`config.mk`:
```
export PLATFORM = sky130hd
export DESIGN_NAME = token_ring_fifo
export DESIGN_NICKNAME = d
export VERILOG_FILES = /design/src/rtl/fifo_pkg.sv /design/src/rtl/fifo_ring_cell.sv /design/src/rtl/token_ring_fifo.sv
export SDC_FILE = /design/constraint.sdc
export NUM_CORES = 1
export LEC_CHECK = 0
export CAP_MARGIN = 40
export CORE_ASPECT_RATIO = 0.9
export CORE_MARGIN = 4
export CORE_UTILIZATION = 40
export DETAILED_ROUTE_END_ITERATION = 7
export PLACE_DENSITY = 0.71
export SYNTH_ARGS = -nofsm -noshare
export SYNTH_HDL_FRONTEND = slang
export SYNTH_SLANG_ARGS = --single-unit
```
`constraint.sdc`:
```
create_clock -name clk -period 2.4 [get_ports clk]
set_input_delay 0.48 -clock clk [delete_from_list [all_inputs] [get_ports clk]]
set_output_delay 0.48 -clock clk [all_outputs]
set_load 0.03 [all_outputs]
```
`src/rtl/fifo_pkg.sv`:
```
// fifo_pkg
//   Shared definitions for the token-ring FIFO family.
//   - DEFAULT_N_BITS : default data width
//   - cnt_w()        : width of an occupancy counter able to hold 0..depth
//   - tok_rotl()     : rotate a one-hot token left by one inside a ring of
//                      `depth` cells (bit depth-1 wraps to bit 0). Bits at
//                      and above `depth` are always returned as zero, so
//                      callers can size-cast the result down to the ring width.
package fifo_pkg;

  localparam int DEFAULT_N_BITS = 32;

  function automatic int cnt_w(input int depth);
    return $clog2(depth + 1);
  endfunction

  function automatic logic [63:0] tok_rotl(input logic [63:0] tok, input int depth);
    logic [63:0] r;
    r    = '0;
    r[0] = tok[depth-1];
    for (int i = 1; i < 64; i++) begin
      if (i < depth) begin
        r[i] = tok[i-1];
      end
    end
    return r;
  endfunction

endpackage

```
`src/rtl/fifo_ring_cell.sv`:
```
// fifo_ring_cell
//   One storage cell of the token ring: a data register plus a validity bit.
//   Ports:
//     clk     : clock, rising edge
//     reset   : synchronous active-high, clears the valid bit only
//     wr_en   : write data and mark the cell valid
//     rd_en   : mark the cell empty (data is read combinationally by the top)
//     wr_data : data to store
//     data    : stored data
//     valid   : cell holds unread data
module fifo_ring_cell
  import fifo_pkg::*;
#(
  parameter int N_BITS = DEFAULT_N_BITS
) (
  input  logic              clk,
  input  logic              reset,
  input  logic              wr_en,
  input  logic              rd_en,
  input  logic [N_BITS-1:0] wr_data,
  output logic [N_BITS-1:0] data,
  output logic              valid
);

  logic [N_BITS-1:0] data_reg;
  logic              valid_reg;

  // Data needs no reset: it is only observable through a valid cell.
  always_ff @(posedge clk) begin
    if (wr_en) begin
      data_reg <= wr_data;
    end
  end

  // wr_en and rd_en never hit the same cell in one cycle: that would need
  // put_tok == get_tok, which only happens when the ring is full or empty.
  always_ff @(posedge clk) begin
    if (reset) begin
      valid_reg <= 1'b0;
    end else if (wr_en) begin
      valid_reg <= 1'b1;
    end else if (rd_en) begin
      valid_reg <= 1'b0;
    end
  end

  assign data  = data_reg;
  assign valid = valid_reg;

endmodule

```
`src/rtl/token_ring_fifo.sv`:
```
// token_ring_fifo
//   Single-clock FIFO built from a ring of DEPTH cells addressed by one-hot
//   write/read tokens. Registered read with a one-cycle valid strobe,
//   occupancy count, programmable almost-full/almost-empty, sticky
//   overflow/underflow.
//   Ports:
//     clk, reset            : clock and synchronous active-high reset
//     en_put, data_put      : put request and data
//     en_get                : get request
//     data_get, valid_get   : registered read data and its update strobe
//     full, empty           : ring completely valid / completely empty
//     almost_full           : count >= AF_LEVEL
//     almost_empty          : count <= AE_LEVEL
//     count                 : occupancy 0..DEPTH
//     put_tok, get_tok      : one-hot write/read positions
//     overflow, underflow   : sticky rejected put / rejected get
module token_ring_fifo
  import fifo_pkg::*;
#(
  parameter int N_BITS   = DEFAULT_N_BITS,
  parameter int DEPTH    = 4,
  parameter int AF_LEVEL = 3,
  parameter int AE_LEVEL = 1,
  localparam int CNT_W   = cnt_w(DEPTH)
) (
  input  logic              clk,
  input  logic              reset,
  input  logic              en_put,
  input  logic [N_BITS-1:0] data_put,
  input  logic              en_get,
  output logic [N_BITS-1:0] data_get,
  output logic              valid_get,
  output logic              full,
  output logic              empty,
  output logic              almost_full,
  output logic              almost_empty,
  output logic [CNT_W-1:0]  count,
  output logic [DEPTH-1:0]  put_tok,
  output logic [DEPTH-1:0]  get_tok,
  output logic              overflow,
  output logic              underflow
);

  localparam logic [CNT_W-1:0] AF_CNT  = CNT_W'(AF_LEVEL);
  localparam logic [CNT_W-1:0] AE_CNT  = CNT_W'(AE_LEVEL);
  localparam logic [CNT_W-1:0] CNT_ONE = CNT_W'(1);
  localparam logic [DEPTH-1:0] TOK_INIT = DEPTH'(1);

  logic [DEPTH-1:0]  put_tok_reg, put_tok_next;
  logic [DEPTH-1:0]  get_tok_reg, get_tok_next;
  logic [CNT_W-1:0]  count_reg, count_next;
  logic [N_BITS-1:0] data_get_reg;
  logic              valid_get_reg;
  logic              overflow_reg, underflow_reg;

  logic [DEPTH-1:0]  cell_valid;
  logic [N_BITS-1:0] cell_data [DEPTH];
  logic [N_BITS-1:0] rd_mux;
  logic              put_ok, get_ok;

  // Status comes straight from the cell valid bits; count tracks the same
  // quantity and must always agree with them.
  assign full   = &cell_valid;
  assign empty  = ~|cell_valid;
  assign put_ok = en_put & ~full;
  assign get_ok = en_get & ~empty;

  generate
    for (genvar gi = 0; gi < DEPTH; gi++) begin : g_cell
      fifo_ring_cell #(
        .N_BITS (N_BITS)
      ) u_cell (
        .clk     (clk),
        .reset   (reset),
        .wr_en   (put_ok & put_tok_reg[gi]),
        .rd_en   (get_ok & get_tok_reg[gi]),
        .wr_data (data_put),
        .data    (cell_data[gi]),
        .valid   (cell_valid[gi])
      );
    end
  endgenerate

  // AND-OR read mux: the token is one-hot, so exactly one cell contributes.
  always_comb begin
    rd_mux = '0;
    for (int i = 0; i < DEPTH; i++) begin
      rd_mux = rd_mux | (cell_data[i] & {N_BITS{get_tok_reg[i]}});
    end
  end

  always_comb begin
    put_tok_next = put_tok_reg;
    get_tok_next = get_tok_reg;
    count_next   = count_reg;
    if (put_ok) begin
      put_tok_next = DEPTH'(tok_rotl(64'(put_tok_reg), DEPTH));
    end
    if (get_ok) begin
      get_tok_next = DEPTH'(tok_rotl(64'(get_tok_reg), DEPTH));
    end
    case ({put_ok, get_ok})
      2'b10:   count_next = count_reg + CNT_ONE;
      2'b01:   count_next = count_reg - CNT_ONE;
      default: count_next = count_reg;
    endcase
  end

  always_ff @(posedge clk) begin
    if (reset) begin
      put_tok_reg   <= TOK_INIT;
      get_tok_reg   <= TOK_INIT;
      count_reg     <= '0;
      data_get_reg  <= '0;
      valid_get_reg <= 1'b0;
      overflow_reg  <= 1'b0;
      underflow_reg <= 1'b0;
    end else begin
      put_tok_reg   <= put_tok_next;
      get_tok_reg   <= get_tok_next;
      count_reg     <= count_next;
      valid_get_reg <= get_ok;
      if (get_ok) begin
        data_get_reg <= rd_mux;
      end
      // Decided on pre-edge full/empty: a same-cycle get does not make
      // room for a put, and a same-cycle put does not feed a get.
      if (en_put & full) begin
        overflow_reg <= 1'b1;
      end
      if (en_get & empty) begin
        underflow_reg <= 1'b1;
      end
    end
  end

  assign data_get     = data_get_reg;
  assign valid_get    = valid_get_reg;
  assign count        = count_reg;
  assign put_tok      = put_tok_reg;
  assign get_tok      = get_tok_reg;
  assign overflow     = overflow_reg;
  assign underflow    = underflow_reg;
  assign almost_full  = (count_reg >= AF_CNT);
  assign almost_empty = (count_reg <= AE_CNT);

endmodule
```
==> results of run 1 <==
worst max-delay path: stages (launching register included):
cell and delay [ns]:
sky130_fd_sc_hd__dfxtp_1 0.44, sky130_fd_sc_hd__nand4_1 0.14, sky130_fd_sc_hd__inv_1 0.13, sky130_fd_sc_hd__clkdlybuf4s50_1 0.69
power by group:
part           internal [W]  leakage, nW  switching, W
Clock               0.00166        0.284       0.00109
Combinational      0.000308        0.855      0.000402
Sequential          0.00342         1.58     0.0000639
Total               0.00539         2.72       0.00156
logic make-up (layout without fill, tap and decap cells):
| logic type | count (synthesis) | after routing | share of synthesized area (%) |
|---|---|---|---|
| fa+ha+maj | 5 | 5 | 0.986 |
| buf+inv | 36 | 142 | 3.06 |
| mux | 1 | 1 | 0.178 |
| flops | 178 | 178 | 76.4 |
| xor+xnor | 2 | 2 | 0.276 |
| compound gates | 116 | 116 | 16.1 |
| simple gates | 38 | 38 | 3.02 |
how the worst min path moves through the flow:
stage | from | to | slack [ns] | cells after the start
2_1_floorplan | g_cell[3].u_cell.valid$_SDFFE_PP0P_ | g_cell[3].u_cell.valid$_SDFFE_PP0P_ | 0.49 | 2
3_3_place_gp | data_get[16]$_SDFFE_PP0N_ | data_get[16]$_SDFFE_PP0N_ | 0.44 | 1
3_5_place_dp | data_get[18]$_SDFFE_PP0N_ | data_get[18]$_SDFFE_PP0N_ | 0.45 | 1
4_1_cts | data_get[19]$_SDFFE_PP0N_ | data_get[19]$_SDFFE_PP0N_ | 0.47 | 1
5_1_grt | data_get[0]$_SDFFE_PP0N_ | data_get[0]$_SDFFE_PP0N_ | 0.49 | 1
6_report | data_get[25]$_SDFFE_PP0N_ | data_get[25]$_SDFFE_PP0N_ | 0.47 | 1
synth_stat cells, drive strengths merged:
cell type  instances
a31oi              1
nor3               2
nor4               1
inv               10
clkbuf            18
nand4b             1
buf                8
a32oi              1
o32ai              1
nand2             15
nor2b              2
a22o              32
a21oi             10
edfxtp           128
nand2b             1
o41ai              1
o21ai              4
nand3              2
a211o              1
nor2              10
or2                1
nand4              1
o2bb2ai           32
dfxtp             50
xor2               2
ha                 5
and3               2
mux2               1
a211oi             1
a221oi            32
stage by stage:
stage / std cells / cell area, µm²
after floorplan: 376 / 6340
after global placement: 652 / 7450
after detailed placement: 652 / 7450
after CTS: 684 / 8040
after global routing: 684 / 8040
final: 684 / 8040
metal layers:
layer | routed length, µm | part of all wire, % | up-vias | global-route usage, %
met2 | 6610 | 49 | 102 | 25.8
met4 | 158 | 1.2 | 0 | 4.96
met1 | 6060 | 45 | 1871 | 19.9
li1 | - | - | 1709 | -
met3 | 664 | 4.9 | 10 | 4.42
met5 | 0 | 0 | - | 0
cell type report:
type                            count  area (µm²)  share of cell area (%)
Sequential cell                   178        4850                    60.3
Multi-Input combinational cell    162        1310                    16.3
Timing Repair Buffer              100        1000                    12.5
Clock buffer                       21         450                    5.60
Tap cell                          202         253                    3.14
Clock inverter                     11         138                    1.71
Inverter                           10        40.0                   0.498
==> reports/qor.yml, run 1 <==
clk_pin_slew_ns: 0.06
grt_setup_unrepaired: "no"
r2r_slack_ns: 0.54
power_leakage_nw: 2.72
finalHoldViolCount: 0
layout_worst_path_cycle_share_pct: 95.8
hold_path_class: "register to register"
initial_core_util_pct: 40.9
fmax_mhz: 435
setup.worst_path.end: "full"
chipWidth_um: 141
layout.cells.most_common: "sky130_fd_sc_hd__edfxtp_1"
category_of_the_most_critical_setup_path: "register to output port"
drc: 0
grt_start_max_net_pins: 36
dp_hpwl_um: 7830
syn-instance-count: 376
netlist.area_leader.share_pct: 60.6
netlist_top_cells_area: "sky130_fd_sc_hd__edfxtp_1, sky130_fd_sc_hd__dfxtp_1, sky130_fd_sc_hd__a221oi_1, sky130_fd_sc_hd__a22o_1, sky130_fd_sc_hd__o2bb2ai_1"
post-route-worst-setup-slack_ns: 0.101
slew_headroom_pct: 60.0
num-fill-cells: 1286
r2r_end: "data_get[31]$_SDFFE_PP0N_"
worst_slew_pin_slew_ns: 0.600
detailedPlace.worstSlack_ns: 0.205
worstPathMaxFanout: 4
critPathArrivalTime_ns: 1.82
port-buffer-count: 85
vias: 3692
critical_path.endpoint_type: "output port"
worst_clock_skew_ns: 0.00874
maxCapViolCount: 0
core_area_um2: 15500
tritoncts.num_buffers: 17
antenna_cells_inserted: 0
power-per-cell-area_nw_per_um2: 863
layout-drive-gt1-share_pct: 13.3
drt_pass1_iterations: 4
yosysTopAreaCell: "sky130_fd_sc_hd__edfxtp_1"
crit_path_start_kind: "register"
route.detailed.wl_per_inst_um: 19.7
finalSetupViolations: 0
netlist_area_um2: 6340
finalMaxSlewViolations: 0
syn_avg_cell_area_um2: 16.9
cp-startpoint: "g_cell[3].u_cell.valid$_SDFFE_PP0P_"
whs_ns: 0.467
syn_warnings: 0
cts_setup_buffers: 0
grt_first_pass_wirelength_um: 21400
boundary_pin_count: 86
syn-num-nets: 417
vdd_ir_drop_max_mv: 0.609
dieArea_um2: 17900
total_routed_length_um: 13500
cts-hold-fix-buffers: 0
totalNegativeSetupSlack_ns: 0
largest_register_ff_count: 128
rr_worst_depth: 5
critical_path.reg2reg.startpoint: "g_cell[0].u_cell.valid$_SDFFE_PP0P_"
final_nets: 510
cts-resized-gates: 1
ctsRootBufferMaster: "sky130_fd_sc_hd__clkbuf_16"
area_growth_syn_to_layout_pct: 26.8
grt_antenna_before_repair: 0
total_power_of_the_final_layout_w: 0.00694
die_height_um: 127
most-common-layout-cells: "sky130_fd_sc_hd__edfxtp_1, sky130_fd_sc_hd__clkdlybuf4s50_1, sky130_fd_sc_hd__dfxtp_1"
cts-root-to-sink-buffers: 2
grt_use_total_pct: 15.5
outcome: "finished, final reports clean"
clkSinkCount: 178
tritoncts: "done"
place_congestion: 0.782
synth_seq_area_share_pct: 76.4
final_core_util_pct: 51.9
num_rows: 43
synth_seq_cells: 178
globalRouteOverflowTotal: 0
clock_tree.htree_level_count: 4
number_of_violations_reported_at_the_end_of_detailed_routing_iteration_0: 221
antenna_left: 0
first_global_vias: 3789
synth_cell_type_count: 35
clk-insertion-delay-late_ns: 0.42
detail_route.vias_per_cell: 5.40
critPathRequiredTime_ns: 1.92
final_period_minus_worst_setup_slack_ns: 2.30
No activity file was read; power rests on OpenSTA's default activity.
==> inputs of run 2 (changes only) <==
--- a/config.mk
+++ b/config.mk
@@ -14,3 +14,4 @@
 export SYNTH_ARGS = -nofsm -noshare
 export SYNTH_HDL_FRONTEND = slang
 export SYNTH_SLANG_ARGS = --single-unit
+export TNS_END_PERCENT = 1
==> results of run 2 <==
Same layout as run 1: the final DEF is identical, and so are final timing and power.
